<file path="config.mk">
export PLATFORM = sky130hd
export DESIGN_NAME = alu_share_arbiter
export DESIGN_NICKNAME = d
export VERILOG_FILES = /design/src/rtl/alu_arb_pkg.sv /design/src/rtl/alu_rr_arbiter.sv /design/src/rtl/alu_share_arbiter.sv
export SDC_FILE = /design/constraint.sdc
export NUM_CORES = 1
export LEC_CHECK = 0
export CAP_MARGIN = 20
export CORE_MARGIN = 5
export CORE_UTILIZATION = 44
export DETAILED_ROUTE_END_ITERATION = 8
export PLACE_DENSITY = 0.91
export SYNTH_ARGS = -nofsm -noshare
export SYNTH_HDL_FRONTEND = slang
export SYNTH_SLANG_ARGS = --single-unit
</file>
<file path="constraint.sdc">
create_clock -name clk -period 3.9 [get_ports clk]
set_input_delay 0.78 -clock clk [delete_from_list [all_inputs] [get_ports clk]]
set_output_delay 0.78 -clock clk [all_outputs]
set_load 0.01 [all_outputs]
</file>
<file path="src/rtl/alu_arb_pkg.sv">
// Shared types and defaults for the two-requester ALU share arbiter.
package alu_arb_pkg;

  localparam int DATA_W_DEF = 4;
  localparam int MODE_W_DEF = 3;
  localparam int CNT_W      = 4;

  typedef enum logic [1:0] {
    IDLE  = 2'd0,
    ISSUE = 2'd1,
    RESP  = 2'd2
  } state_e;

endpackage

</file>
<file path="src/rtl/alu_rr_arbiter.sv">
// Two-way round-robin arbiter: a tie goes to the requester not granted last,
// a lone request is granted regardless of history.
module alu_rr_arbiter (
  input  logic       clk,
  input  logic       rst_n,
  input  logic [1:0] req_i,
  input  logic       accept_i,
  output logic [1:0] grant_o
);

  logic last_q;

  // Winner selection from current requests and the last-grant pointer.
  always_comb begin
    grant_o = 2'b00;
    if (req_i == 2'b11) begin
      grant_o = last_q ? 2'b01 : 2'b10;
    end else begin
      grant_o = req_i;
    end
  end

  // Pointer starts at 1 so requester 0 wins the first tie.
  always_ff @(posedge clk or negedge rst_n) begin
    if (!rst_n) begin
      last_q <= 1'b1;
    end else if (accept_i) begin
      last_q <= grant_o[1];
    end else begin
      last_q <= last_q;
    end
  end

endmodule

</file>
<file path="src/rtl/alu_share_arbiter.sv">
// Shares one combinational 4-bit ALU between two requesters, one op in flight.
// Optional sticky per-requester overflow flags: define ALU_ARB_OVF_STICKY_EN.
module alu_share_arbiter
  import alu_arb_pkg::*;
#(
  parameter int DATA_W     = DATA_W_DEF,
  parameter int MODE_W     = MODE_W_DEF,
  parameter int SETTLE_CYC = 1
) (
  input  logic                  clk,
  input  logic                  rst_n,
  input  logic [1:0]            req_valid,
  output logic [1:0]            req_ready,
  input  logic [2*DATA_W-1:0]   req_a,
  input  logic [2*DATA_W-1:0]   req_b,
  input  logic [1:0]            req_c,
  input  logic [2*MODE_W-1:0]   req_mode,
  output logic [DATA_W-1:0]     alu_a,
  output logic [DATA_W-1:0]     alu_b,
  output logic                  alu_c,
  output logic [MODE_W-1:0]     alu_mode,
  input  logic [DATA_W-1:0]     alu_r,
  input  logic                  alu_ovf,
  output logic                  rsp_valid,
  input  logic                  rsp_ready,
  output logic                  rsp_id,
  output logic [DATA_W-1:0]     rsp_r,
  output logic                  rsp_ovf,
  output logic [1:0]            ovf_sticky,
  input  logic [1:0]            sticky_clr
);

  state_e           state_q;
  logic [CNT_W-1:0] cnt_q;
  logic [1:0]       grant_s;
  logic             accept_s;
  logic             gid_s;

  alu_rr_arbiter u_rr (
    .clk      (clk),
    .rst_n    (rst_n),
    .req_i    (req_valid),
    .accept_i (accept_s),
    .grant_o  (grant_s)
  );

  assign req_ready = (state_q == IDLE) ? grant_s : 2'b00;
  assign accept_s  = |(req_ready & req_valid);
  assign gid_s     = grant_s[1];

  // Operation FSM with registered ALU drive and response capture.
  always_ff @(posedge clk or negedge rst_n) begin
    if (!rst_n) begin
      state_q   <= IDLE;
      cnt_q     <= {CNT_W{1'b0}};
      alu_a     <= {DATA_W{1'b0}};
      alu_b     <= {DATA_W{1'b0}};
      alu_c     <= 1'b0;
      alu_mode  <= {MODE_W{1'b0}};
      rsp_valid <= 1'b0;
      rsp_id    <= 1'b0;
      rsp_r     <= {DATA_W{1'b0}};
      rsp_ovf   <= 1'b0;
    end else begin
      case (state_q)
        IDLE: begin
          if (accept_s) begin
            alu_a    <= gid_s ? req_a[2*DATA_W-1:DATA_W]    : req_a[DATA_W-1:0];
            alu_b    <= gid_s ? req_b[2*DATA_W-1:DATA_W]    : req_b[DATA_W-1:0];
            alu_c    <= gid_s ? req_c[1]                    : req_c[0];
            alu_mode <= gid_s ? req_mode[2*MODE_W-1:MODE_W] : req_mode[MODE_W-1:0];
            rsp_id   <= gid_s;
            cnt_q    <= CNT_W'(SETTLE_CYC - 1);
            state_q  <= ISSUE;
          end
        end
        ISSUE: begin
          // Operands have been stable for SETTLE_CYC cycles once cnt reaches zero.
          if (cnt_q == {CNT_W{1'b0}}) begin
            rsp_r     <= alu_r;
            rsp_ovf   <= alu_ovf;
            rsp_valid <= 1'b1;
            state_q   <= RESP;
          end else begin
            cnt_q <= cnt_q - CNT_W'(1'b1);
          end
        end
        RESP: begin
          if (rsp_ready) begin
            rsp_valid <= 1'b0;
            state_q   <= IDLE;
          end
        end
        default: begin
          rsp_valid <= 1'b0;
          state_q   <= IDLE;
        end
      endcase
    end
  end

`ifdef ALU_ARB_OVF_STICKY_EN
  logic [1:0] sticky_q;
  logic [1:0] sticky_d;
  logic [1:0] set_s;

  // A set on the handshake overrides a clear of the same bit.
  always_comb begin
    set_s = 2'b00;
    if (rsp_valid && rsp_ready && rsp_ovf) begin
      set_s = rsp_id ? 2'b10 : 2'b01;
    end else begin
      set_s = 2'b00;
    end
    sticky_d = (sticky_q & ~sticky_clr) | set_s;
  end

  // Sticky flag storage.
  always_ff @(posedge clk or negedge rst_n) begin
    if (!rst_n) begin
      sticky_q <= 2'b00;
    end else begin
      sticky_q <= sticky_d;
    end
  end

  assign ovf_sticky = sticky_q;
`else
  logic [1:0] unused_clr_s;
  assign unused_clr_s = sticky_clr;
  assign ovf_sticky   = 2'b00;
`endif

endmodule

</file>
==> flow_summary.toml, run 1 <==
[timing]
skew_ns = 0.002545
finalSetupViolations = 0
drv_slew = 0
hold_viol = 0
worstMarginPinSlew_ns = 0.5105
period_needed_ns = 3.284
slew_headroom_pct = 65.86
fmax_mhz = 304.5
setup_tns_ns = 0
min_period_over_period_pct = 84.21
rsz0062_at_grt = "no"

[route]
routed_wl_um = 3256
vias_per_cell = 5.231
initialDrtViolationCount = 20
dr.pass1.iters = 4
drc = 0
wl_per_cell_um = 15.65
via_count = 1088
drtAntennaViolNets = 0

[placed_design]
numPlacedInstances = 204
port_buffers = 54
hpwl_um = 2627
gp_congestion = 0.7043
dpl_cell_area_mm2 = 0.001834

[power_and_ir_drop]
p_leak_nw = 0.8079
power_density_mw_per_mm2 = 762.4
power_switching_mw = 0.5138
p_sw_share_pct = 35.72
vdd_drop_max_mv = 0.5191
p_int_mw = 0.9247
combPwrFrac_pct = 51.1
seqPwrFrac_pct = 35.9
p_clk_share_pct = 13.0

[yosys]
yosysUniqueCellTypes = 32
ys_ff_latch = 26
yosysSeqAreaShare_pct = 50.83
netlist_area_mm2 = 0.001282
syn_inst = 125
yosysWarnings = 0
syn_area_per_cell_um2 = 10.26

[clocking]
ctsHoldBuffers = 0
cts_setup_buffers = 0
cts.path.max_buffers = 2
htreeDepth = 1
clockRootBuffer = "clkbuf_4"
insertion_delay_ns = 0.32
cts_sinks = 26
cts_resized = 0
clk_pin_slew_ns = 0.14
cts_tree = "built"
cts_buffers = 3

[setup_path]
worst_setup_path_start_kind = "input pin"
cp_max_fo = 13
worstSetupEndpointType = "output port"
crit_arrival_ns = 2.50
reg2regPathDepth = 5
crit_type = "in2out"
cp_data_required_time_ns = 3.12

[floorplan]
die_h_um = 63.99
rows = 19
start_util_pct = 46.11
die_area_mm2 = 0.004095
core_area_mm2 = 0.002781
io_pins = 59
fp.dieW_um = 63.99

[global_routing]
grtUsageTotal_pct = 16.74
antenna_found_initial = 0
grt_pass1_vias = 1220
grt_pass1_wl_um = 5437
grt_max_degree = 20
overflow = 0

[min_path]
min_path_type = "reg2reg"
hold_depth = 1

[finish]
final_common_cell = "clkdlybuf4s50_1"
nets = 215
stdcell_area_mm2 = 0.001887
drive_gt1_share_pct = 11.86
layout_common_cells = "54 x clkdlybuf4s50_1, 27 x nand2_1, 25 x dfrtp_1, 15 x a21oi_1, 13 x a31oi_1"
diodes = 0
fin_cells = 208
area_growth_pct = 47.12

[outcome]
status = "finished, final reports clean"

[run]
cap_violations = 0
-- synth_stat cells --
cell type / n / area share [%]
a211oi_2: 1 / 0.98
nor2_1: 2 / 0.59
o31ai_1: 1 / 0.59
ha_1: 1 / 0.98
o21ai_0: 2 / 0.78
mux2i_1: 1 / 0.78
or2_4: 1 / 0.68
and2_4: 1 / 0.68
a21boi_2: 1 / 0.88
a21oi_1: 15 / 5.9
dfrtp_1: 25 / 49
nand3_1: 1 / 0.39
nor3_1: 3 / 1.2
a21bo_2: 2 / 1.6
buf_4: 5 / 2.9
nand2_4: 1 / 0.88
inv_1: 4 / 1.2
o22ai_1: 1 / 0.49
nor2b_4: 1 / 1.1
a21o_1: 1 / 0.59
nor3b_4: 1 / 1.5
buf_2: 2 / 0.78
conb_1: 1 / 0.29
buf_6: 1 / 0.88
mux2_4: 5 / 5.9
dfstp_2: 1 / 2.0
nand4b_1: 1 / 0.68
o211ai_1: 1 / 0.59
nor2_4: 1 / 0.88
nand2b_1: 1 / 0.49
a31oi_1: 13 / 6.3
nand2_1: 27 / 7.9
-- sequential cells by signal (all words and copies together) (netlist names) --
register / cells
u_rr.last_q: 1
alu_a: 4
state_q: 2
rsp_valid: 1
rsp_id: 1
alu_mode: 3
rsp_r: 4
alu_b: 4
cnt_q: 4
rsp_ovf: 1
alu_c: 1
-- per-stage QoR --
| step | worst slack [ns] | hold WS (ns) | util, % | power, mW |
|---|---|---|---|---|
| global placement | 0.6781 | 0.4593 | 64.96 | 1.223 |
| finish | 0.6159 | 0.4951 | 67.84 | 1.438 |
| global route | 0.5301 | 0.5103 | 67.84 | 1.540 |
| floorplan | 1.803 | 0.4734 | - | 0.9459 |
| CTS | 0.6091 | 0.5004 | 67.84 | 1.454 |
| detailed placement | 0.6063 | 0.4685 | 65.95 | 1.265 |
-- area by class of cell --
type,count,area (um2)
Inverter,4,15.01
Clock buffer,3,22.52
Fill cell,214,894.6
Tap cell,31,38.79
Multi-Input combinational cell,88,560.5
Clock inverter,1,30.03
Timing Repair Buffer,55,568.0
Sequential cell,26,651.9
-- worst max-delay path: stages --
cell	delay, ns
clkdlybuf4s50_1	0.56
a21bo_2	0.34
nor3_1	0.24
clkdlybuf4s50_1	0.59
-- power groups by stage --
stage,clock network (mW),logic [mW],registers (mW)
after global placement,0,0.710,0.513
after global routing,0.202,0.801,0.538
final,0.187,0.735,0.517
after floorplan,0,0.404,0.542
after CTS,0.192,0.745,0.517
after detailed placement,0,0.744,0.521
-- final timing paths --
kind / startpoint / to / slack (ns)
min in group asynchronous: rst_n / rsp_id / 0.77
setup / recovery: req_valid[1] / req_ready[1] / 0.62
hold / removal: rsp_id / rsp_id / 0.50
setup reg to reg: cnt_q[0] / rsp_r[0] / 2.34
hold reg to reg: rsp_id / rsp_id / 0.50
max in group asynchronous: rst_n / rsp_r[0] / 2.67
-- per-layer routing --
| metal | up-vias | track usage (%) | routed length [um] |
|---|---|---|---|
| met5 | - | 0 | 0 |
| li1 | 535 | - | - |
| met4 | 0 | 6.753 | 57 |
| met2 | 47 | 28.89 | 1586 |
| met3 | 6 | 6.130 | 318 |
| met1 | 500 | 18.47 | 1294 |
-- cells by family (layout without fill, tap and decap cells) --
group	Yosys count	after routing	synth area share [%]
other cells	1	2	0.2924
compound gates	38	38	18.63
mux	6	6	6.634
flops	26	26	50.83
fa+ha+maj	1	1	0.9755
buf+inv	12	63	5.756
simple gates	41	41	16.88
(Power assumes the default switching activity.)
==> run 2: changes to the inputs <==
- CORE_UTILIZATION: 44 -> 41
- PLACE_DENSITY: 0.91 -> 0.86
- clock period: 3.9 -> 3.4 ns (I/O delays scaled with it)
==> run 2 against run 1 <==
Via count increased by 3.3%. Combinational power increased by 14%. Sequential share of layout area increased by 0.37 points. Final cell count increased by 6.3%. Final area decreased by 1.1%. Worst hold slack improved by 0.021 ns. Total power increased by 11%. Utilization decreased by 6.2 points. Highest routed layer unchanged.
==> flow_summary.toml, run 2 (synthesis gave the netlist of run 1 again) <==
[outcome]
status = "finished, final reports clean"

[route]
via_count = 1124
dr.pass1.iters = 4
initialDrtViolationCount = 45
routed_wl_um = 3369
drtAntennaViolNets = 0
wl_per_cell_um = 15.24
vias_per_cell = 5.086
drc = 0

[timing]
setup_ws_ns = 0.3061
rsz0062_at_grt = "no"
skew_ns = 0.006631
period_needed_ns = 3.094
finalSetupViolations = 0
slew_headroom_pct = 63.64
fmax_mhz = 323.2
drv_slew = 0
hold_viol = 0
whs_ns = 0.5166
worstMarginPinSlew_ns = 0.5423
min_period_over_period_pct = 91.00
setup_tns_ns = 0

[finish]
area_growth_pct = 45.56
utilization_pct = 61.65
fin_cells = 221
final_common_cell = "clkdlybuf4s50_1"
diodes = 0
nets = 215
layout_common_cells = "54 x clkdlybuf4s50_1, 27 x nand2_1, 25 x dfrtp_1, 15 x a21oi_1, 13 x a31oi_1"
drive_gt1_share_pct = 11.86

[global_routing]
grt_pass1_vias = 1204
overflow = 0
grtUsageTotal_pct = 16.98
grt_pass1_wl_um = 5796
grt_max_degree = 27
antenna_found_initial = 0

[power_and_ir_drop]
vdd_drop_max_mv = 0.3961
power_density_mw_per_mm2 = 856.6
p_leak_nw = 0.7931

[setup_path]
worstSetupEndpointType = "output port"
regToRegSetupSlack_ns = 1.83
r2r-start = "cnt_q[0]"
crit_type = "in2out"
worst_setup_path_start_kind = "input pin"
reg2regPathDepth = 5
cp_max_fo = 13
cp_data_required_time_ns = 2.72
crit_arrival_ns = 2.41
r2r-end = "rsp_r[3]"

[clocking]
cts.path.max_buffers = 2
clk_pin_slew_ns = 0.15
insertion_delay_ns = 0.33
cts_setup_buffers = 0
clockRootBuffer = "clkbuf_4"
cts_sinks = 26
ctsHoldBuffers = 0
cts_resized = 0
htreeDepth = 1
cts_tree = "built"
cts_buffers = 3

[min_path]
min_path_type = "reg2reg"
min-delay-start = "rsp_id"
hold_depth = 1
whs_endpoint = "rsp_id"

[floorplan]
fp.dieW_um = 65.93
rows = 20
io_pins = 59
start_util_pct = 42.36
die_h_um = 65.93
die_area_mm2 = 0.004347
core_area_mm2 = 0.003028

[placed_design]
gp_congestion = 0.7382
post-place-ws_ns = 0.3113
numPlacedInstances = 217
port_buffers = 54
hpwl_um = 2490

[run]
cap_violations = 0
[run 2: cell count changes in the layout (fill, tap and decap cells not counted)]
cell       change
buf_16         -1
buf_4          +1
bufinv_16      -1
clkbuf_8       +1
[run 2: worst max-delay path by stage]
stage	depth (start not counted)	startpoint	endpoint	slack, ns
floorplan	2	req_valid[1]	req_ready[1]	1.50
global placement	4	req_valid[1]	req_ready[1]	0.37
detailed placement	4	req_valid[1]	req_ready[1]	0.31
CTS	4	req_valid[1]	req_ready[1]	0.31
global route	4	req_valid[1]	req_ready[1]	0.19
finish	4	req_valid[1]	req_ready[1]	0.31
[run 2: final cells by class]
type,instances,area (um2)
Inverter,4,15.01
Sequential cell,26,651.9
Multi-Input combinational cell,88,560.5
Tap cell,44,55.05
Timing Repair Buffer,55,548.0
Fill cell,249,1161
Clock buffer,4,36.28
[run 2: where the power goes]
group	internal [mW]	total [mW]	switching [mW]	leakage (nW)
registers	0.468	0.598	0.130	0.302
clock network	0.0656	0.164	0.0982	0.0210
logic	0.471	0.837	0.366	0.470
[run 2: metrics by stage]
stage | total power, mW | instance area [um2]
after floorplan | 1.085 | 1286
after global placement | 1.401 | 1831
after detailed placement | 1.444 | 1831
after CTS | 1.612 | 1867
after global routing | 1.714 | 1867
final | 1.599 | 1867
[run 2: metal layers]
layer / global-route usage, % / vias up / share of wire [%]
met3: 3.571 / 5 / 6.1
met4: 4.569 / 0 / 0.98
met2: 32.54 / 39 / 52
li1: - / 536 / -
met1: 18.64 / 544 / 40
met5: 0 / - / 0
[run 2: worst max-delay path, cell delays in order]
cell and delay [ns]:
clkdlybuf4s50_1 0.58, a21bo_2 0.35, nor3_1 0.22, clkdlybuf4s50_1 0.58
==> run 3: changes to the inputs <==
- HOLD_SLACK_MARGIN: unset -> 0.06
==> results of run 3 <==
The final DEF is identical to that of run 2; final timing and power are the same.
==> edit 1 (config.mk and constraints of run 2) <==
The option `ALU_ARB_OVF_STICKY_EN` is turned on by a define.
--- a/src/rtl/alu_share_arbiter.sv
+++ b/src/rtl/alu_share_arbiter.sv
@@ -1,5 +1,7 @@
 // Shares one combinational 4-bit ALU between two requesters, one op in flight.
 // Optional sticky per-requester overflow flags: define ALU_ARB_OVF_STICKY_EN.
+`define ALU_ARB_OVF_STICKY_EN
+
 module alu_share_arbiter
   import alu_arb_pkg::*;
 #(
Check against the original RTL: not equivalent (a bounded check fails within 4 cycles, from zero or initial values and one cycle with rst_n low).
==> edit 1 against run 2 <==
- cell area up 5.7%
- power increased by 2.8%
- sequential cell count up 2
- largest cell class unchanged
- via count up 5.0%
- fmax rose by 4.7%
- worst setup slack better by 140 ps
- wire length is 3.9% lower
- area after synthesis up 3.1%
- global-route usage decreased by 0.50 points
==> edit 1: results (changes against run 2) <==
| Metric | Value |
|---|---|
| Status | complete, no violations |
| Reg2reg setup slack | 1850 ps (+20 ps) |
| Sw frac | 36.0% (-1.2 points) |
| Placed inst area | 1940 um^2 (+5.8%) |
| Leak | 0.857 nW (+8.0%) |
| Place WS | 437 ps (+126 ps) |
| Synth cell count leaders | nand2_1 (29), dfrtp_1 (27), a21oi_1 (15) |
| Final clock skew | 5.48 ps (-1.15 ps) |
| Worst-Skew Late Latency | 330 ps (about the same) |
| Capturing point of the worst reg2reg path | alu_c |
| Syn Inst Count | 134 (+7.2%) |
| Peak supply drop | 0.367 mV (-7.4%) |
| Dpl hpwl | 2550 um (+2.4%) |
| DRT iter0 DRCs | 32 (-29%) |
| Top FF cell, synth | dfrtp_1 |
| RR Startpoint | state_q[0] |
| Min-delay src | cnt_q[0] |
| Cells on worst reg2reg path | 3 (-2) |
| Number of distinct library cells after synthesis | 30 (-6.3%) |
| Port bufs | 58 (+7.4%) |
| Worst rel slew slack | 45.2% (-18 points) |
| Fillers | 246 (-1.2%) |
| First-pass GRT wire length | 5610 um (-3.2%) |
| Share of layout cells above drive strength 1 | 10.4% (-1.4 points) |
| WL final | 3240 um (-3.9%) |
| Area contributors post-synth | dfrtp_1 (51%), nand2_1 (8.2%), a31oi_1 (6.1%), a21oi_1 (5.7%), mux2_4 (5.7%) |
| Final period utilization | 86.9% (-4.1 points) |
| Placed Cells | 232 (+6.9%) |
| Largest net degree at the start of global routing | 29 (+7.4%) |
| Hold path endpoint | cnt_q[0] |
| Vias | 1180 (+5.0%) |
| GP Congestion | 0.856 (+16%) |
| Post-synthesis sequential area ratio | 53.1% (+2.2 points) |
| Vias in the first global route | 1243 (+3.2%) |
| GRT Util Overall | 16.5% (-0.50 points) |
| Worst path max stage delay | 560 ps (-20 ps) |
| Longest Clk Path Bufs | 2 (unchanged) |
| Footprint of the multi-input gates | 562 um^2 (+0.22%) |
| Routed wire per std cell | 13.7 um (-10%) |
| Hold WS | 516 ps (-0.285 ps) |
==> edit 1: logic make-up after synthesis <==
kind of cell	count (synthesis)	synth area share [%]
adders and majority gates	1	0.946
muxes	8	8.04
AOI/OAI and AO/OA	40	18.0
buffers and inverters	12	4.45
DFF	28	53.1
and+or+nand+nor	45	15.5
==> edit 1: per-layer routing <==
metal	routed length, um	vias to the layer above	part of all wire (%)	GRT usage (%)
li1	-	583	-	-
met1	1460	541	45	20.6
met2	1480	52	46	27.5
met3	258	4	8.0	3.54
met4	42	0	1.3	6.60
met5	0	-	0	0
==> edit 1: power groups by stage <==
stage	clock, mW	sequential (mW)	combinational (mW)
after floorplan	0	0.663	0.433
after global placement	0	0.614	0.843
after detailed placement	0	0.621	0.875
after CTS	0.166	0.616	0.877
after global routing	0.180	0.643	0.950
final	0.162	0.617	0.866
==> edit 1: cell type report <==
cell class	instances	area share, %
clock buffer	4	1.84
multi-input combinational	94	28.5
sequential	28	35.6
tap	44	2.79
inverter	6	1.14
timing repair buffer	60	30.2
==> edit 2 (flow settings as in run 2) <==
Without the edit above. Re-encode `state_e` (3 states) as one-hot, 3 bits wide.
--- a/src/rtl/alu_arb_pkg.sv
+++ b/src/rtl/alu_arb_pkg.sv
@@ -5,10 +5,10 @@
   localparam int MODE_W_DEF = 3;
   localparam int CNT_W      = 4;
 
-  typedef enum logic [1:0] {
-    IDLE  = 2'd0,
-    ISSUE = 2'd1,
-    RESP  = 2'd2
+  typedef enum logic [2:0] {
+    IDLE  = 3'b001,
+    ISSUE = 3'b010,
+    RESP  = 3'b100
   } state_e;
 
 endpackage
Function: no difference found for any inputs over 10 cycles, from zero or initial values and one cycle with rst_n low; not proved beyond that.
==> edit 2 against run 2 <==
- sequential power shrank 3.5%
- final cell count fell by 7.2%
- die area rose by 2.7%
- sequential cell count grew 1
- critical path type is now flip-flop to primary output
- area after synthesis is 3.2% higher
- cell area increased by 3.8%
- power down 2.8%
- wire length is 7.2% lower
- largest power group unchanged
- worst setup slack gained 150 ps
- largest cell class unchanged
==> edit 2: results (changes against run 2) <==
| Metric | Value |
|---|---|
| Finished Core Util | 62.9% (+1.3 points) |
| Hold path endpoint | rsp_id |
| First-pass GRT wire length | 5240 um (-9.6%) |
| Reg2reg setup slack | 1430 ps (-400 ps) |
| Share of layout cells above drive strength 1 | 28.0% (+16 points) |
| Longest Clk Path Bufs | 2 (unchanged) |
| Combinational Power | 0.834 mW (about the same) |
| Top FF cell, synth | dfrtp_1 |
| Peak supply drop | 0.509 mV (+29%) |
| Clk pwr share | 9.2% (-1.0 points) |
| Cells on worst reg2reg path | 3 (-2) |
| Worst rel slew slack | 62.1% (-1.5 points) |
| Largest net degree at the start of global routing | 28 (+3.7%) |
| Vias in the first global route | 1194 (-0.83%) |
| WL final | 3130 um (-7.2%) |
| Synth cell count leaders | mux2_2 (29), dfrtp_1 (25), inv_1 (6) |
| Worst Setup SP | state_q[0] |
| Capturing point of the worst reg2reg path | alu_a[0] |
| Worst setup path end | req_ready[0] |
| Place WS | 530 ps (+219 ps) |
| Placed inst area | 1910 um^2 (+4.2%) |
| Hold path depth | 1 (unchanged) |
| Leak | 0.782 nW (-1.4%) |
| CP max FO | 7 (-6) |
| Syn Inst Count | 104 (-17%) |
| Final clock skew | 10.3 ps (+3.66 ps) |
| Post-CTS Setup Inserts | 0 (unchanged) |
| GRT Util Overall | 15.1% (-1.9 points) |
| Power share of the combinational group | 53.6% (+1.2 points) |
| Adder-Cell Fraction of Synth Area | 0.945% (-0.030 points) |
| Vias | 1046 (-6.9%) |
| Worst Path Arrival | 2260 ps (-150 ps) |
| DRT iter0 DRCs | 18 (-60%) |
| GP Congestion | 0.677 (-8.2%) |
| Compound-Gate Fraction of Synth Area | 8.22% (-10 points) |
| Hold WS | 515 ps (-1.62 ps) |
| Vias/cell | 5.10 (+0.32%) |
| Nets | 199 (-7.4%) |
| Status | complete, no violations |
| Post-synthesis sequential area ratio | 51.2% (+0.40 points) |
| Area contributors post-synth | dfrtp_1 (47%), mux2_2 (25%), dfstp_2 (4.0%), nor3b_1 (2.3%), or3b_2 (2.0%) |
| Setup ws final | 456 ps (+150 ps) |
==> edit 2: area by class of cell <==
class | instances | area (um^2)
clock buffers | 3 | 22.5
clock inverters | 1 | 7.51
fillers | 268 | 1140
inverters | 6 | 22.5
multi-input cells | 68 | 596
flip-flops and latches | 27 | 678
well taps | 44 | 55.1
repair buffers | 56 | 556
==> edit 2: metal layers <==
metal | share of wire [%] | wire, um | up-vias | global-route usage (%)
met5 | 0 | 0 | - | 0
li1 | - | - | 488 | -
met4 | 1.2 | 36 | 0 | 4.06
met2 | 54 | 1680 | 42 | 29.6
met1 | 39 | 1210 | 511 | 16.2
met3 | 6.6 | 207 | 5 | 2.87
==> edit 2: worst max-delay path, stage by stage (launching register included) <==
cell and delay [ps]:
dfstp_2 610, nor3b_1 430, nand2_1 150, a21oi_1 190, clkdlybuf4s50_1 570
